$ cat config.mk
export PLATFORM = sky130hd
export DESIGN_NAME = relu_act_pipe
export DESIGN_NICKNAME = d
export VERILOG_FILES = /design/src/rtl/relu_act_pkg.sv /design/src/rtl/relu_act_pipe_lane.sv /design/src/rtl/relu_act_pipe.sv
export SDC_FILE = /design/constraint.sdc
export NUM_CORES = 1
export LEC_CHECK = 0
export ABC_AREA = 1
export CAP_MARGIN = 20
export CORE_ASPECT_RATIO = 2
export CORE_MARGIN = 4
export CORE_UTILIZATION = 45
export DETAILED_ROUTE_END_ITERATION = 16
export GPL_ROUTABILITY_DRIVEN = 0
export GPL_TIMING_DRIVEN = 0
export PLACE_DENSITY = 0.67
export SETUP_SLACK_MARGIN = 0.02
export SKIP_LAST_GASP = 1
export SYNTH_ARGS = -nofsm -noshare
export SYNTH_HDL_FRONTEND = slang
export SYNTH_SLANG_ARGS = --single-unit
$ cat constraint.sdc
create_clock -name clk -period 3.3 [get_ports clk]
set_input_delay 0.66 -clock clk [delete_from_list [all_inputs] [get_ports clk]]
set_output_delay 0.66 -clock clk [all_outputs]
set_load 0.005 [all_outputs]
$ cat src/rtl/relu_act_pkg.sv
`timescale 1ns/1ps
`default_nettype none
// +------------------------------------------------------------------+
// | relu_act_pkg: mode codes, config record and saturation helper     |
// | Rev 1.0                                                           |
// +------------------------------------------------------------------+
package relu_act_pkg;

    localparam logic [1:0] MODE_BYPASS = 2'd0;
    localparam logic [1:0] MODE_RELU   = 2'd1;
    localparam logic [1:0] MODE_CLIP   = 2'd2;
    localparam logic [1:0] MODE_LEAKY  = 2'd3;

    // Clip is held sign-extended so the record is independent of OUT_W.
    localparam int CFG_CLIP_W = 16;

    typedef struct packed {
        logic [1:0]            mode;
        logic [CFG_CLIP_W-1:0] clip;
        logic [2:0]            shift;
    } act_cfg_t;

    function automatic logic signed [31:0] sat_signed(
        input logic signed [31:0] x,
        input int unsigned        w
    );
        logic signed [31:0] hi;
        logic signed [31:0] lo;
        hi = (32'sd1 <<< (w - 1)) - 32'sd1;
        lo = -hi - 32'sd1;
        if (x > hi)
            return hi;
        else if (x < lo)
            return lo;
        else
            return x;
    endfunction

endpackage
`default_nettype wire

$ cat src/rtl/relu_act_pipe_lane.sv
`timescale 1ns/1ps
`default_nettype none
// +------------------------------------------------------------------+
// | relu_act_lane: one lane's activation (act_*) and sat/clip (sat_*) |
// | Rev 1.0                                                           |
// +------------------------------------------------------------------+
module relu_act_lane
    import relu_act_pkg::*;
#(
    parameter int IN_W  = 16,
    parameter int OUT_W = 8
) (
    input  logic [IN_W-1:0]       act_x,
    input  logic [1:0]            act_mode,
    input  logic [2:0]            act_shift,
    output logic [IN_W-1:0]       act_a,
    input  logic [IN_W-1:0]       sat_a,
    input  logic [1:0]            sat_mode,
    input  logic [CFG_CLIP_W-1:0] sat_clip,
    output logic [OUT_W-1:0]      sat_y,
    output logic                  sat_flag
);

    logic signed [IN_W-1:0] w_x;
    logic signed [IN_W-1:0] w_shr;
    logic signed [31:0]     w_ext;
    logic signed [31:0]     w_sat;
    logic signed [31:0]     w_clip;

    assign w_x   = act_x;
    assign w_shr = w_x >>> act_shift;

    always_comb begin
        act_a = act_x;
        if ((act_mode != MODE_BYPASS) && w_x[IN_W-1])
            act_a = (act_mode == MODE_LEAKY) ? w_shr : '0;
    end

    assign w_ext    = {{(32-IN_W){sat_a[IN_W-1]}}, sat_a};
    assign w_sat    = sat_signed(w_ext, OUT_W);
    assign w_clip   = {{(32-CFG_CLIP_W){sat_clip[CFG_CLIP_W-1]}}, sat_clip};
    assign sat_flag = (w_sat != w_ext);

    // Clip is applied after saturation and is never counted as a saturation.
    always_comb begin
        sat_y = w_sat[OUT_W-1:0];
        if (sat_mode == MODE_CLIP) begin
            if (w_clip < 0)
                sat_y = '0;
            else if (w_sat > w_clip)
                sat_y = w_clip[OUT_W-1:0];
        end
    end

endmodule
`default_nettype wire

$ cat src/rtl/relu_act_pipe.sv
`timescale 1ns/1ps
`default_nettype none
// +------------------------------------------------------------------+
// | relu_act_pipe: 2-stage multi-lane activation with sat counter     |
// | Rev 1.0                                                           |
// +------------------------------------------------------------------+
module relu_act_pipe
    import relu_act_pkg::*;
#(
    parameter int IN_W  = 16,
    parameter int OUT_W = 8,
    parameter int LANES = 4,
    parameter int CNT_W = 16
) (
    input  logic                   clk,
    input  logic                   rst_n,
    input  logic                   cfg_load,
    input  logic [1:0]             cfg_mode,
    input  logic [OUT_W-1:0]       cfg_clip,
    input  logic [2:0]             cfg_shift,
    input  logic                   in_valid,
    output logic                   in_ready,
    input  logic [LANES*IN_W-1:0]  in_data,
    output logic                   out_valid,
    input  logic                   out_ready,
    output logic [LANES*OUT_W-1:0] out_data,
    input  logic                   cnt_clr,
    output logic [CNT_W-1:0]       sat_cnt
);

    localparam int POP_W = $clog2(LANES + 1);
    localparam logic [CFG_CLIP_W-1:0] C_CLIP_RST = CFG_CLIP_W'((1 << (OUT_W - 1)) - 1);

    act_cfg_t                r_cfg;
    logic                    r_v1;
    logic [LANES*IN_W-1:0]   r_a1;
    logic [1:0]              r_mode1;
    logic [CFG_CLIP_W-1:0]   r_clip1;
    logic                    r_v2;
    logic [LANES*OUT_W-1:0]  r_d2;
    logic [LANES-1:0]        r_sat2;
    logic [CNT_W-1:0]        r_cnt;

    logic [LANES*IN_W-1:0]   w_a;
    logic [LANES*OUT_W-1:0]  w_y;
    logic [LANES-1:0]        w_sat;
    logic                    w_ld1;
    logic                    w_ld2;
    logic [POP_W-1:0]        w_pop;
    logic [CNT_W:0]          w_sum;

    assign w_ld2     = !r_v2 || out_ready;
    assign w_ld1     = !r_v1 || w_ld2;
    assign in_ready  = !r_v1 || !r_v2 || out_ready;
    assign out_valid = r_v2;
    assign out_data  = r_d2;
    assign sat_cnt   = r_cnt;

    generate
        for (genvar i = 0; i < LANES; i++) begin : g_lane
            relu_act_lane #(
                .IN_W  (IN_W),
                .OUT_W (OUT_W)
            ) u_lane (
                .act_x     (in_data[i*IN_W +: IN_W]),
                .act_mode  (r_cfg.mode),
                .act_shift (r_cfg.shift),
                .act_a     (w_a[i*IN_W +: IN_W]),
                .sat_a     (r_a1[i*IN_W +: IN_W]),
                .sat_mode  (r_mode1),
                .sat_clip  (r_clip1),
                .sat_y     (w_y[i*OUT_W +: OUT_W]),
                .sat_flag  (w_sat[i])
            );
        end
    endgenerate

    always_comb begin
        w_pop = '0;
        for (int i = 0; i < LANES; i++)
            w_pop = w_pop + POP_W'(r_sat2[i]);
    end

    assign w_sum = {1'b0, r_cnt} + (CNT_W+1)'(w_pop);

    // Stage 1 samples the active config before a same-edge cfg_load lands.
    always_ff @(posedge clk or negedge rst_n) begin
        if (!rst_n) begin
            r_cfg.mode  <= MODE_RELU;
            r_cfg.clip  <= C_CLIP_RST;
            r_cfg.shift <= '0;
            r_v1        <= 1'b0;
            r_a1        <= '0;
            r_mode1     <= MODE_RELU;
            r_clip1     <= C_CLIP_RST;
            r_v2        <= 1'b0;
            r_d2        <= '0;
            r_sat2      <= '0;
            r_cnt       <= '0;
        end else begin
            if (cfg_load) begin
                r_cfg.mode  <= cfg_mode;
                r_cfg.clip  <= {{(CFG_CLIP_W-OUT_W){cfg_clip[OUT_W-1]}}, cfg_clip};
                r_cfg.shift <= cfg_shift;
            end
            if (w_ld1) begin
                r_v1 <= in_valid;
                if (in_valid) begin
                    r_a1    <= w_a;
                    r_mode1 <= r_cfg.mode;
                    r_clip1 <= r_cfg.clip;
                end
            end
            if (w_ld2) begin
                r_v2 <= r_v1;
                if (r_v1) begin
                    r_d2   <= w_y;
                    r_sat2 <= w_sat;
                end
            end
            if (cnt_clr)
                r_cnt <= '0;
            else if (r_v2 && out_ready)
                r_cnt <= w_sum[CNT_W] ? {CNT_W{1'b1}} : w_sum[CNT_W-1:0];
        end
    end

endmodule
`default_nettype wire

# --- Word-level counts from Yosys, hierarchy flattened ---
# Index checks and enable logic that the tools add are counted.
totals:
  in_bits: 83
  reg_bits: 141
  output_inout_bits: 50
op_classes:
  eq_ne: 6
  n_mux: 31
  shifts: 4
  n_addsub: 4
  order_cmp: 13
  reduce_logical: 15
op_table:
  columns: ["operator", "n"]
  rows:
  - ["$mux 32", 8]
  - ["$mux 16", 11]
  - ["$gt 32x8->1", 4]
  - ["$ne 32x16->1", 4]
  - ["$mux 8", 12]
  - ["$gt 16x8->1 const B", 4]
  - ["$lt 16x8->1 const B", 4]
  - ["$sshr 16x3->16", 4]
  - ["$add 16x3->17", 1]
  - ["$lt 8x1->1 const B", 1]
  - ["$logic_and 1x1->1", 5]
  - ["$eq 2x2->1 const B", 2]
  - ["$logic_or 1x1->1", 4]
  - ["$reduce_and 2->1", 2]
  - ["$reduce_bool 2->1", 2]
  - ["$add 2x1->3", 1]
  - ["$add 3x1->3", 1]
  - ["$add 1x1->2", 1]
  - ["$logic_not 1->1", 2]

# --- Longest topological paths before layout ---
logic_depth:
  ltp_word: 7
  depth_mapped: 23
  ltp_nobuf: 22

# --- Modules after synthesis ---
# A second synthesis with hierarchy kept.
hier_totals:
  cells_unflattened: 1646
  hier_area_um2: 11751.3
by_module_without_submodules:
  columns: ["mod", "n_inst", "seq_area_each_um2", "area_per_inst_um2", "cells_each"]
  rows:
  - ["relu_act_pipe", 1, 3548.4, 5785.5, 466]
  - ["relu_act_lane (g_lane[0].u_lane ...)", 3, 0.0, 1488.9, 295]
  - ["relu_act_lane (g_lane[2].u_lane)", 1, 0.0, 1498.9, 295]

# --- Worst setup path after synthesis ---
# OpenSTA, ideal clock, no wires.
synth_path:
  path_type: "register to register"
  from: "register r_a1[30]"
  to: "register r_d2[14], in the netlist out_data[14]"
  path_slack_ps: 313
  arrival_time_ps: 2869
  n_path_buf: 2
  path_stages_with_launch: 24
  path_cell_list: "dfrtp_1 > inv_1 > nor4_1 > nand3_1 > ha_1 > clkbuf_1 > inv_1 > a21oi_1 > inv_1 > ha_1 > inv_1 > o21bai_1 > nand2_1 > nand2_1 > nand2_1 > nand3_2 > nand2_2 > nand2_4 > nand2_2 > buf_6 > nand3_2 > nand2_1 > nand2_1 > nand2_1"
synth_via:
  elab_chain_len: 7
synth_lines:
  columns: ["item", "line", "source"]
  rows:
  - ["from (decl)", "relu_act_pipe.sv:36", "logic [LANES*IN_W-1:0] r_a1;"]
  - ["from (signal assigned)", "relu_act_pipe.sv:109", "r_a1 <= w_a;"]
  - ["$lt 16x8->1", "relu_act_pkg.sv:33", "else if (x < lo)"]
  - ["$mux 32", "relu_act_pkg.sv:33", null]
  - ["$mux 32 (*)", "relu_act_pkg.sv:31", "if (x > hi)"]
  - ["$gt 32x8->1", "relu_act_pipe_lane.sv:50", "else if (w_sat > w_clip)"]
  - ["$mux 8", "relu_act_pipe_lane.sv:50", null]
  - ["$mux 8", "relu_act_pipe_lane.sv:48", "if (w_clip < 0)"]
  - ["$mux 8 (*)", "relu_act_pipe_lane.sv:47", "if (sat_mode == MODE_CLIP) begin"]
  - ["to (signal assigned)", "relu_act_pipe.sv:117", "r_d2 <= w_y;"]
  - ["to (decl)", "relu_act_pipe.sv:40", "logic [LANES*OUT_W-1:0] r_d2;"]
# Mark *: on every way between the ends. The rest lies on a longest branch, timed or not.
# A chain may end at the register's enable or synchronous reset.

# --- Worst setup path in the final report ---
layout_path:
  from: "register r_a1[27]"
  to: "register r_d2[14], in the netlist out_data[14]"
# The elaborated chain is that of the path after synthesis.

==> qor.txt <==
run status = complete, no violations
core area = 0.02333 mm2
syn_area_per_cell = 7.013 um2
WL per Instance = 18.79 um
vias in the first global route = 11090
DR vias = 11330
post-route ant nets = 0
P_int = 4.195 mW
Max IR drop VDD = 0.2490 mV
crit share post-route = 99.77%
Rel. slew slack = 46.78%
fin nets = 1846
Worst Hold Class = in -> async
register area share after synthesis = 33.16%
Final Core Density = 57.48%
# IOs = 133
Post-synth EDFFs = 0
crit-path max FO = 6
share of power burned in the clock network = 26.8%
final hold violations = 0
GRT met3 Usage = 4.023%
fin crit period = 3.292 ns
detailed router's first-iteration violation count = 694
r2r startpoint = r_a1[27]
synth warn = 0
M2 GR Usage = 50.87%
# clock sinks = 141
R2R cell count = 22
Pleak = 6.025 nW
part of the power in registers = 33.9%
die height = 226.1 um
flop2flop setup slack = 0.008 ns
Remaining DRCs = 0
xor-xnor portion of the synthesized cell area = 0.8184%
flops & latches, synth = 141
Initial Util = 45.88%
Setup-failing EPs final = 0
DR vias/cell = 5.700
most used routing layer in global routing = met2
Async SR Flop Fraction = 100.0%
Compound-Gate Fraction of Synth Area = 19.47%
Total Neg Setup Slack = 0 ns
chip width = 117.0 um
clk slew on worst S/H paths = 0.06 ns
CTS Buf Count = 17
Yosys top cell by area = dfrtp_1
GRT Total Usage = 28.58%
FF-to-FF End = out_data[14]
syn_nets = 1681
Req. time, crit path = 3.63 ns
first-pass GRT wire length = 57.56 mm
skew final = 0.009917 ns
mux cell area share after synthesis = 2.525%
critical path arrival = 3.62 ns
Post-Synth Adder-Cell Area = 8.629%
P&R area growth vs syn = 25.29%
fraction of layout instances using a drive strength above 1 = 11.03%
GRT Residual Overflow = 0
Net Sw Frac = 37.69%
PwrDens = 502.1 mW/mm2
M1 GR Usage = 30.04%
largest cells by area after synthesis = dfrtp_1 (29%), nand2_1 (15%), ha_1 (8.1%)
DRT Pass-1 Iters = 6
Comb power frac = 39.3%
initial antenna violation count = 0
std cell rows = 79
Die Area = 0.02646 mm2
synthesized cell area = 0.01070 mm2
CTS root buf = clkbuf_16
fin. max-slew vios = 0
Critical Path End Type = flop
CTS tree = yes
Worst Max-Slew Pin Slew = 0.7983 ns
Net Sw Power = 2.537 mW
critical path type = reg -> reg
H-tree Lvls = 4
Startpoint Class = flop
Mapped Cells = 1526
worst skew pair latency = 0.44 ns
Netlist cell types = 47
clk buf depth = 2
Synth Flop Type = dfrtp_1
simple-gate share of the synthesized area = 27.58%
maximum clock rate = 0.3037 GHz
WL final = 37.34 mm
Critical path origin = r_a1[27]
largest family of logic cells by synthesized area = simple AND/OR/NAND/NOR gates
pin count of the biggest net entering global routing = 85
Synth top area share = 29.23%
post-detail-place hpwl = 29.98 mm
maxcap violations = 0
# fillers = 2239
port buffer count = 131
RSZ-0062 raised after global routing = yes
antenna cell count = 0
-- layout by cell type (no fill, tap or decap), drive strengths merged, types with 3 or more instances in the layout --
cell type	instances
clkdlybuf4s50	130
mux2	8
mux2i	18
fa	3
xor2	10
nand3	112
or2	6
o22ai	4
inv	128
o211ai	30
o21bai	6
nor2	112
dfrtp	125
clkbuf	69
a22oi	32
nor4	14
a21boi	3
a21oi	163
clkinv	9
nand2	429
o311ai	5
o21ai	113
o21a	8
buf	50
nor3	13
nand4	14
dfstp	16
ha	69
-- final cells by class --
cell class,instances,area [um2],area share (%)
repair buffers,147,1480,11.04
plain buffers,78,352.8,2.632
multi-input cells,1175,6628,49.43
well taps,283,354.1,2.641
flip-flops and latches,141,3548,26.46
clock inverters,8,65.06,0.4853
inverters,131,498.0,3.714
clock buffers,24,481.7,3.593
-- worst max-delay path, stage by stage, from the launching register on --
cell	delay (ns)
dfrtp_1	0.41
nand4_1	0.13
nor4_2	0.33
nand3_1	0.19
ha_4	0.34
clkinvlp_4	0.19
buf_6	0.19
a21oi_2	0.12
ha_1	0.17
nand2_1	0.06
nor2_2	0.14
nand2_1	0.10
nor2_2	0.13
nand2_1	0.07
nand3_2	0.06
nand2_2	0.06
nand2_4	0.10
nand2_4	0.06
buf_6	0.14
nand3_2	0.05
nand2_1	0.05
nand2_1	0.05
nand2_1	0.06
-- kinds of logic (layout without fill, tap and decap cells) --
kind of cell,after synthesis,count (layout)
XOR/XNOR,10,10
flip-flops,141,141
AND/OR/NAND/NOR,701,701
adder cells (fa/ha/maj),72,72
buffers and inverters,210,388
AO/OA/AOI/OAI,366,366
multiplexers,26,26
-- cell usage after synthesis (6+ instances only) --
cell,n
nor2_1,108
nand3_1,109
nand2_1,421
clkbuf_1,47
o21ai_0,28
dfrtp_1,125
mux2_2,8
o21a_1,8
mux2i_1,18
nand2_2,7
o211ai_1,30
nor3_1,12
inv_1,112
buf_2,21
nand4_1,14
o21bai_1,6
o21ai_1,83
xor2_1,10
inv_2,16
a22oi_1,32
dfstp_2,16
a21oi_1,160
nor4_1,13
ha_1,69
buf_1,6
-- how the worst max path moves through the flow --
stage / to / slack [ns] / depth (start not counted)
6_report: out_data[14] / 0.008 / 22
3_5_place_dp: out_data[0] / -0.30 / 18
5_1_grt: out_data[14] / -0.19 / 22
2_1_floorplan: out_data[14] / 0.31 / 23
4_1_cts: out_data[14] / 0.04 / 22
3_3_place_gp: r_a1[56] / -4.07 / 1
-- registers in the layout, summed over array words and instances, names as in the netlist --
register	cells
out_data	32
out_valid	1
r_a1	64
r_cfg	13
r_clip1	8
r_mode1	2
r_sat2	4
r_v1	1
sat_cnt	16
-- layer usage --
metal / wire [um] / up-vias
met3: 1847 / 174
met2: 19340 / 486
li1: - / 5500
met1: 13230 / 5165
met5: 0 / -
met4: 2926 / 0
-- power groups by stage --
stage	clock network (mW)	logic (mW)	registers, mW
6_report	1.80	2.65	2.28
5_1_grt	1.91	2.95	2.31
4_1_cts	1.83	2.49	2.26
3_5_place_dp	0	2.46	2.29
3_3_place_gp	0	2.38	2.28
2_1_floorplan	0	1.54	2.24
-- per-stage QoR --
stage | hold slack [ns] | power [mW] | setup slack, ns | cells | instance area (um2)
5_1_grt | 0.3477 | 7.172 | -0.1853 | 1987 | 13410
2_1_floorplan | 0.3644 | 3.772 | 0.3129 | 1526 | 10700
6_report | 0.2732 | 6.732 | 0.007563 | 1987 | 13410
4_1_cts | 0.2985 | 6.580 | 0.03774 | 1973 | 13030
3_5_place_dp | 0.4663 | 4.747 | -0.2997 | 1942 | 12420
3_3_place_gp | 0.4584 | 4.663 | -4.069 | 1940 | 12370
-- what timing repair did --
item	CTS	global route
setup endpoints to repair	32	36
hold buffers	0	0
buffers inserted	0	14
cloned	0	1
resized for setup	16	65
pin swaps	0	28
Note: power is estimated with default switching activity, not from simulation.
